[src/rtl/neighbor_builder.sv]
// neighbor_builder: fills RAM_NBR with per-vertex neighbor lists taken from the faces in RAM_OBJ.
// Ports: clk/rst/start, vertex_count/face_count, RAM_OBJ_* and RAM_NBR_* ports, busy/done/overflow/bad_index.
module neighbor_builder #(
    parameter int ADDR_WIDTH         = 9,
    parameter int MAX_NEIGHBOR_COUNT = 10
) (
    input  logic                  clk,
    input  logic                  rst,
    input  logic                  start,
    input  logic [31:0]           vertex_count,
    input  logic [31:0]           face_count,
    input  logic [31:0]           RAM_OBJ_Do,
    output logic                  RAM_OBJ_EN,
    output logic [3:0]            RAM_OBJ_WE,
    output logic [ADDR_WIDTH-1:0] RAM_OBJ_A,
    output logic [31:0]           RAM_OBJ_Di,
    input  logic [31:0]           RAM_NBR_Do,
    output logic                  RAM_NBR_EN,
    output logic [3:0]            RAM_NBR_WE,
    output logic [ADDR_WIDTH-1:0] RAM_NBR_A,
    output logic [31:0]           RAM_NBR_Di,
    output logic                  busy,
    output logic                  done,
    output logic                  overflow,
    output logic                  bad_index
);

    typedef enum logic [2:0] {
        IDLE, CLEAR, FACE_RD, EDGE_CNT,
        EDGE_SCAN, EDGE_WR_NBR, EDGE_WR_CNT, DONE
    } state_t;

    localparam logic [31:0] MAXW = 32'(MAX_NEIGHBOR_COUNT);
    localparam logic [31:0] FULL = MAXW - 32'd1;
    localparam logic [ADDR_WIDTH-1:0] A1 = ADDR_WIDTH'(1);
    localparam logic [ADDR_WIDTH-1:0] A2 = ADDR_WIDTH'(2);
    localparam logic [ADDR_WIDTH-1:0] A3 = ADDR_WIDTH'(3);

    state_t                  state;
    logic [31:0]             vc, fc, clr_v, face_idx;
    logic [31:0]             a, b, c, u, w, cnt, scan_i;
    logic [1:0]              ph;
    logic [2:0]              pair;
    logic [ADDR_WIDTH-1:0]   face_addr, base;

    function automatic logic [ADDR_WIDTH-1:0] base_of(input logic [31:0] v);
        return ADDR_WIDTH'((v - 32'd1) * MAXW);
    endfunction

    // Ordered pair p of the face: a>b, a>c, b>a, b>c, c>a, c>b
    function automatic logic [63:0] pick(input logic [2:0] p,
                                         input logic [31:0] x,
                                         input logic [31:0] y,
                                         input logic [31:0] z);
        case (p)
            3'd0:    return {x, y};
            3'd1:    return {x, z};
            3'd2:    return {y, x};
            3'd3:    return {y, z};
            3'd4:    return {z, x};
            default: return {z, y};
        endcase
    endfunction

    function automatic logic bad_idx(input logic [31:0] i, input logic [31:0] n);
        return (i == 32'd0) || (i > n);
    endfunction

    assign RAM_OBJ_WE = 4'd0;
    assign RAM_OBJ_Di = 32'd0;

    logic [31:0] np_u, np_w;
    logic        adv_pair, bad_face, adv_face, face_last, adv_done;

    assign {np_u, np_w} = pick(pair + 3'd1, a, b, c);

    // adv_pair: the current ordered pair is finished (inserted, duplicate, self or full)
    always_comb begin
        adv_pair = 1'b0;
        bad_face = 1'b0;
        case (state)
            FACE_RD:
                bad_face = (ph == 2'd3) &&
                           (bad_idx(a, vc) || bad_idx(b, vc) || bad_idx(c, vc));
            EDGE_CNT:
                adv_pair = (u == w);
            EDGE_SCAN:
                adv_pair = (RAM_NBR_Do == w) || ((scan_i == cnt) && (cnt == FULL));
            EDGE_WR_CNT:
                adv_pair = 1'b1;
            default: ;
        endcase
    end

    assign face_last = (face_idx == fc - 32'd1);
    assign adv_face  = (adv_pair && pair == 3'd5) || bad_face;
    assign adv_done  = (adv_face && face_last) ||
                       (state == CLEAR && clr_v == vc && fc == 32'd0) ||
                       (state == IDLE && start && vertex_count == 32'd0);

    // Registers move on the falling edge so addresses are stable at the RAM's rising edge
    always_ff @(negedge clk) begin
        if (rst) begin
            state      <= IDLE;
            vc         <= '0;
            fc         <= '0;
            clr_v      <= '0;
            face_idx   <= '0;
            a          <= '0;
            b          <= '0;
            c          <= '0;
            u          <= '0;
            w          <= '0;
            cnt        <= '0;
            scan_i     <= '0;
            ph         <= '0;
            pair       <= '0;
            face_addr  <= '0;
            base       <= '0;
            RAM_OBJ_EN <= 1'b0;
            RAM_OBJ_A  <= '0;
            RAM_NBR_EN <= 1'b0;
            RAM_NBR_WE <= 4'd0;
            RAM_NBR_A  <= '0;
            RAM_NBR_Di <= '0;
            busy       <= 1'b0;
            done       <= 1'b0;
            overflow   <= 1'b0;
            bad_index  <= 1'b0;
        end else begin
            case (state)
                IDLE: begin
                    if (start) begin
                        busy       <= 1'b1;
                        overflow   <= 1'b0;
                        bad_index  <= 1'b0;
                        RAM_OBJ_EN <= 1'b1;
                        RAM_NBR_EN <= 1'b1;
                        vc         <= vertex_count;
                        fc         <= face_count;
                        clr_v      <= 32'd1;
                        RAM_NBR_A  <= '0;
                        RAM_NBR_WE <= 4'hF;
                        RAM_NBR_Di <= '0;
                        state      <= CLEAR;
                    end
                end
                CLEAR: begin
                    if (clr_v == vc) begin
                        RAM_NBR_WE <= 4'd0;
                        face_idx   <= '0;
                        face_addr  <= ADDR_WIDTH'(vc * 32'd3 + 32'd1);
                        RAM_OBJ_A  <= ADDR_WIDTH'(vc * 32'd3 + 32'd1);
                        ph         <= '0;
                        state      <= FACE_RD;
                    end else begin
                        clr_v     <= clr_v + 32'd1;
                        RAM_NBR_A <= base_of(clr_v + 32'd1);
                    end
                end
                FACE_RD: begin
                    ph <= ph + 2'd1;
                    unique case (ph)
                        2'd0: begin
                            a         <= RAM_OBJ_Do;
                            RAM_OBJ_A <= face_addr + A1;
                        end
                        2'd1: begin
                            b         <= RAM_OBJ_Do;
                            RAM_OBJ_A <= face_addr + A2;
                        end
                        2'd2: c <= RAM_OBJ_Do;
                        2'd3: begin
                            if (bad_face) begin
                                bad_index <= 1'b1;
                            end else begin
                                pair      <= '0;
                                u         <= a;
                                w         <= b;
                                base      <= base_of(a);
                                RAM_NBR_A <= base_of(a);
                                state     <= EDGE_CNT;
                            end
                        end
                    endcase
                end
                EDGE_CNT: begin
                    if (u != w) begin
                        cnt <= RAM_NBR_Do;
                        if (RAM_NBR_Do == 32'd0) begin
                            RAM_NBR_A  <= base + A1;
                            RAM_NBR_Di <= w;
                            RAM_NBR_WE <= 4'hF;
                            state      <= EDGE_WR_NBR;
                        end else begin
                            scan_i    <= 32'd1;
                            RAM_NBR_A <= base + A1;
                            state     <= EDGE_SCAN;
                        end
                    end
                end
                EDGE_SCAN: begin
                    if (RAM_NBR_Do != w) begin
                        if (scan_i == cnt) begin
                            if (cnt == FULL) begin
                                overflow <= 1'b1;
                            end else begin
                                RAM_NBR_A  <= base + ADDR_WIDTH'(cnt + 32'd1);
                                RAM_NBR_Di <= w;
                                RAM_NBR_WE <= 4'hF;
                                state      <= EDGE_WR_NBR;
                            end
                        end else begin
                            scan_i    <= scan_i + 32'd1;
                            RAM_NBR_A <= RAM_NBR_A + A1;
                        end
                    end
                end
                EDGE_WR_NBR: begin
                    RAM_NBR_A  <= base;
                    RAM_NBR_Di <= cnt + 32'd1;
                    state      <= EDGE_WR_CNT;
                end
                EDGE_WR_CNT: begin
                    RAM_NBR_WE <= 4'd0;
                    RAM_NBR_Di <= '0;
                end
                DONE: begin
                    done      <= 1'b0;
                    overflow  <= 1'b0;
                    bad_index <= 1'b0;
                    state     <= IDLE;
                end
                default: state <= IDLE;
            endcase

            if (adv_pair && pair != 3'd5) begin
                pair       <= pair + 3'd1;
                u          <= np_u;
                w          <= np_w;
                base       <= base_of(np_u);
                RAM_NBR_A  <= base_of(np_u);
                RAM_NBR_WE <= 4'd0;
                state      <= EDGE_CNT;
            end
            if (adv_face && !face_last) begin
                face_idx   <= face_idx + 32'd1;
                face_addr  <= face_addr + A3;
                RAM_OBJ_A  <= face_addr + A3;
                ph         <= '0;
                RAM_NBR_WE <= 4'd0;
                state      <= FACE_RD;
            end
            if (adv_done) begin
                done       <= 1'b1;
                busy       <= 1'b0;
                RAM_OBJ_EN <= 1'b0;
                RAM_OBJ_A  <= '0;
                RAM_NBR_EN <= 1'b0;
                RAM_NBR_WE <= 4'd0;
                RAM_NBR_A  <= '0;
                RAM_NBR_Di <= '0;
                state      <= DONE;
            end
        end
    end

endmodule

[config.mk]
export PLATFORM = sky130hd
export DESIGN_NAME = neighbor_builder
export DESIGN_NICKNAME = d
export VERILOG_FILES = /design/src/rtl/neighbor_builder.sv
export SDC_FILE = /design/constraint.sdc
export NUM_CORES = 2
export LEC_CHECK = 0
export ABC_AREA = 0
export ABC_CLOCK_PERIOD_IN_PS = 4750
export CORE_AREA = 2 2 248 250
export CTS_CLUSTER_DIAMETER = 30
export DETAILED_ROUTE_END_ITERATION = 16
export DIE_AREA = 0 0 250 252
export RECOVER_POWER = 50
export SKIP_LAST_GASP = 1
export SYNTH_ARGS = -nofsm -noshare
export SYNTH_HDL_FRONTEND = slang
export SYNTH_SLANG_ARGS = --single-unit
export TNS_END_PERCENT = 1
[constraint.sdc]
create_clock -name clk -period 4.75 [get_ports clk]
set_input_delay 0.7125 -clock clk [delete_from_list [all_inputs] [get_ports clk]]
set_output_delay 0.7125 -clock clk [all_outputs]
set_load 0.01 [all_outputs]
; Word level (Yosys, flattened, before mapping)
; Index checks and enable logic that the tools add are counted.
[word_totals]
regBits = 435
input_bits = 131
[op_classes]
add_sub_neg = 17
n_mul = 4
n_lt_le_gt_ge = 3
n_eq_ne = 57
muxes = 86
reduce_logical = 67
[op_table]
columns = operator, n
row1 = 32-bit two-way mux, 23
row2 = 64-bit one-hot mux with 5 select lines, 1
row3 = 32-bit logical NOT, 6
row4 = 32-bit equality test, 5
row5 = 32-bit one-hot mux with 5 select lines, 1
row6 = 9-bit two-way mux, 17
row7 = 32-bit by 1-bit adder with 32-bit output (second input constant), 4
row8 = 32-bit one-hot mux with 2 select lines, 2
row9 = 32-bit by 1-bit subtractor with 32-bit output (second input constant), 4
row10 = 32-bit greater-than comparator, 3
row11 = 32-bit by 3-bit multiplier with 8-bit output (second input constant), 3
row12 = 32-bit != test, 2
row13 = 9-bit one-hot mux with 6 select lines, 1
row14 = 3-bit two-way mux, 15
row15 = 9-bit by 1-bit adder with 9-bit output (second input constant), 4
row16 = 9-bit one-hot mux with 2 select lines, 2
row17 = 32-bit by 4-bit equality test with 1-bit output (second input constant), 1
row18 = 32-bit by 2-bit multiplier with 9-bit output (second input constant), 1
row19 = 5-bit != test (second input constant), 6
row20 = 4-bit two-way mux, 7
row21 = 2-bit != test (second input constant), 13
row22 = 8-bit AND reduction, 3
row23 = 3-bit one-hot mux with 7 select lines, 1
row24 = 4-bit one-hot mux with 5 select lines, 1
row25 = other kinds (41), 108

; Depth between registers and ports, before layout
[depth]
word_depth = 12
mapped_depth = 20
depth_no_buf = 20

==> results by group <==
Floorplanning
  – Die Wd: between 200 and 300 um
  – Top Ports: around 230
  – Number of placement rows: 90
  – Die ar.: 63000 um^2
  – Initial core utilization: approximately 45%
  – Core ar.: ~60000 um^2
  – Die H: between 200 and 300 um

Route
  – WL per Instance: around 20 um
  – Vias/cell: between 5 and 6
  – Vias post-DR: about 29000
  – DRC viols: 0
  – Initial DRC Count: between 2000 and 2500
  – First-pass iteration count of the detailed router: 9
  – Post-route ant nets: 0
  – Routed wire length: 101800 um

Finish
  – Final Util: about three fifths
  – Ant diodes: 0
  – Final-layout fill cell count: ~5500
  – Share of cells above drive strength 1: between 10% and 20%
  – Final net count: 4409
  – Final cell count without fillers: approximately 5000
  – Area Overhead vs Synth: 35.44%

Clocking
  – Clk root buf: clkbuf_16
  – CTS sink cnt: ~430
  – TritonCTS clock tree: built
  – Max clock buf depth: 3
  – Clock Latency Late Sink: between 600 and 700 ps
  – Cts hold-fix bufs: 0
  – Clk slew on worst S/H paths: about 30 ps
  – Cts bufs inserted: approximately 110
  – H-tree level count: 3

STA
  – Rel. slew slack: -34.51%
  – # setup viols final: 158
  – Worst setup margin: -219.0 ps
  – Unrepaired setup endpoints after global routing: yes
  – Endpoints failing hold: 0
  – Final Max Tran Viols: 99
  – TNS Setup: -16050 ps
  – Worst setup skew after layout: approximately 43 ps
  – Worst Max-Slew Pin Slew: 2018 ps

Pwr
  – Power consumption: ~21 mW
  – Pwr dens: 579.6 nW/um^2
  – Worst IR Drop VDD: between 0.3 and 0.4 mV
  – Seq pwr share: between 20% and 30%
  – Switching Power: 8.523 mW
  – Logic pwr share: a little over a third
  – Pleak: 15.85 nW
  – Sw Share: 40.52%
  – Int Pwr: about 13 mW
  – Clk network pwr share: between 40% and 50%

Logic synthesis
  – Largest family of logic cells by synthesized area: simple AND/OR/NAND/NOR gates
  – Mux share of post-synthesis cell area: 2.139%
  – Post-Syn Instances: 3363
  – Post-synthesis sequential area ratio: between 30% and 40%
  – Synth Register Bits: 432
  – Synth cell types: 85
  – Adder-Cell Fraction of Synth Area: 8.079%
  – EDFF count, synth: 0
  – Avg Synthesized Cell Area: roughly 8.0 um^2
  – Ys async rst share: 0%
  – Ys flop type: dfxtp_1
  – Mapped cell area: 26790 um^2
  – Post-Synth XOR/XNOR Area: 11.34%
  – Synth Area in Compound Gates: around 18%
  – Synth warn: 0
  – Simple-gate share of the synthesized area: about 22%

Critical path
  – Crit path capture type: flip-flop
  – Top delay family on crit path: compound AO/OA/AOI/OAI gates
  – Critical path startpoint category: primary input
  – CP Max Fanout: 16
  – Crit-path max cell delay: 400 ps
  – Critical path data arrival time: 3130 ps
  – Flop2flop setup slack: ~140 ps
  – CP bufs+invs: 3
  – Critical path type: in -> reg
  – Crit path cell chain: dlygate4sd2_1 -> xnor2_1 -> nand4_1 -> nor3_2 -> buf_4 -> and3_4 -> o31a_1 -> nand2_2 -> a21o_4 -> clkbuf_16 -> a222oi_1 -> a211oi_1
  – Crit path required time: about 2900 ps
  – CP max stage cell: a222oi_1

Global route
  – Largest net degree at the start of global routing: 99
  – Vias in the first global route: approximately 29000
  – Total grt overflow: 0
  – Overall fraction of global-route tracks in use: 31.37%
  – Antenna violations before repair: 0
  – First-pass GRT wire length: approximately 160000 um

Place
  – RD Place Congestion: between 0.9 and 1
  – Inst Count DP: between 4000 and 5000
  – HPWL after DPL: between 70000 and 80000 um
  – PortBufs: 190

Min path
  – Worst hold path type: reg -> reg

Run status
  – Outcome: finished, violations left
  – Failing checks: capacitance limit, slew limit, setup timing

Run
  – Number of max-cap violations: 1
cells in the final DEF, fill, tap and decap left out, types with 16 or more instances in the layout:
master           count
inv_1              528
nand2_1            503
dfxtp_1            432
nor2_1             299
a21oi_1            271
buf_4              199
xnor2_1            168
xor2_1             165
ha_1               163
clkdlybuf4s50_1    157
clkbuf_16          110
nand3_1            101
a211oi_1            90
nor4_1              78
o21ai_0             74
nand4_1             73
nor3_1              56
mux2i_1             55
a22oi_1             50
a222oi_1            41
conb_1              36
and3_1              29
inv_4               27
a32o_1              21
buf_12              21
and2_1              19
o211ai_1            17
and4_1              16
dlygate4sd2_1       16
cell families (layout without fill, tap and decap cells):
logic type / count (synthesis) / after routing
adders and majority gates: 170 / 170
muxes: 57 / 57
DFF: 432 / 432
other: 1 / 36
buffers and inverters: 341 / 1141
and+or+nand+nor: 1288 / 1288
AOI/OAI and AO/OA: 727 / 727
xor gates and xnor gates: 347 / 347
path summary, 6_finish.rpt:
path,startpoint,endpoint,depth (start not counted)
max,RAM_NBR_Do[8],w[3],12
min,u[17],u[17],2
max reg2reg,pair[1],RAM_NBR_A[8],18
min reg2reg,u[17],u[17],2
through the flow:
step | worst slack [ps] | area (um^2) | hold WS (ps)
finish | -219.0 | 36290 | 463.5
global route | -205.2 | 36290 | 481.7
detailed placement | -1273 | 30570 | 462.2
global placement | -1262 | 30570 | 453.0
floorplan | -266.4 | 27040 | 443.4
CTS | -174.8 | 36050 | 464.6
cell type report:
class | count | area [um^2] | area share, %
multi-input cells | 2625 | 17150 | 47.27
flip-flops and latches | 432 | 8648 | 23.83
repair buffers | 425 | 3965 | 10.93
clock buffers | 108 | 2703 | 7.448
clock inverters | 523 | 2522 | 6.951
well taps | 782 | 978.4 | 2.696
inverters | 85 | 319.1 | 0.8792
what timing repair did:
| action | in CTS | in global routing |
|---|---|---|
| gates resized for setup | 94 | 56 |
| endpoints found under the setup margin | 220 | 217 |
| pin swaps | 30 | 44 |
| buffers inserted | 17 | 7 |
| cloned | 1 | 2 |
worst register-to-register path: cells and delay by family (launching register included):
kind / cells / cell delay, ps
simple gates: 1 / 110
xor+xnor: 5 / 880
buf+inv: 2 / 360
compound gates: 6 / 1440
flops: 1 / 390
fa+ha+maj: 4 / 1350
power by group through the flow:
stage / combinational [mW] / clock [mW] / sequential (mW)
3_3_place_gp: 7.03 / 0.549 / 4.89
3_5_place_dp: 7.17 / 0.549 / 4.90
5_1_grt: 8.12 / 9.32 / 4.92
6_report: 7.45 / 8.70 / 4.88
2_1_floorplan: 4.63 / 0.549 / 4.56
4_1_cts: 7.26 / 8.86 / 4.86
flip-flops by register name, indices dropped and copies added, names as in the netlist, 2 cells and up:
register	count
cnt	32
RAM_NBR_Di	32
w	32
fc	32
RAM_OBJ_A	9
u	32
c	32
face_addr	9
b	32
vc	32
face_idx	32
base	8
state	3
clr_v	32
ph	2
pair	3
a	32
RAM_NBR_A	9
scan_i	32
per-layer routing:
| metal | global-route usage, % | vias up | wire (um) |
|---|---|---|---|
| met5 | 0 | - | 0 |
| met3 | 7.500 | 221 | 7600 |
| met1 | 39.44 | 13658 | 43010 |
| met4 | 15.62 | 0 | 3746 |
| met2 | 50.35 | 1205 | 47440 |
| li1 | - | 13494 | - |
Yosys cell counts (7+ instances only):
library cell,count,area share [%]
nand2_1,505,7.1
dfxtp_1,432,32
nor2_1,305,4.3
a21oi_1,282,5.3
clkbuf_1,186,2.6
xnor2_1,181,5.9
xor2_1,166,5.4
ha_1,165,7.7
nand3_1,103,1.9
a211oi_1,90,2.5
inv_1,84,1.2
nor4_1,82,1.9
o21ai_0,76,1.4
nand4_1,73,1.7
nor3_1,64,1.2
mux2i_1,55,2.1
a22oi_1,50,1.4
a222oi_1,41,1.5
buf_4,41,1.1
and3_1,32,0.75
a32o_1,21,0.78
and2_1,20,0.47
and4_1,18,0.59
o211ai_1,17,0.48
a21o_1,16,0.45
a221oi_1,14,0.46
a311oi_1,14,0.46
nand2b_1,14,0.33
nor2b_1,14,0.33
a31oi_1,13,0.30
or3_1,13,0.30
a21boi_0,12,0.34
o31ai_1,12,0.34
o21a_1,11,0.31
or4_1,11,0.31
buf_6,9,0.38
o221ai_1,8,0.26
buf_1,7,0.098
o22ai_1,7,0.16
No activity file was read; power rests on OpenSTA's default activity.
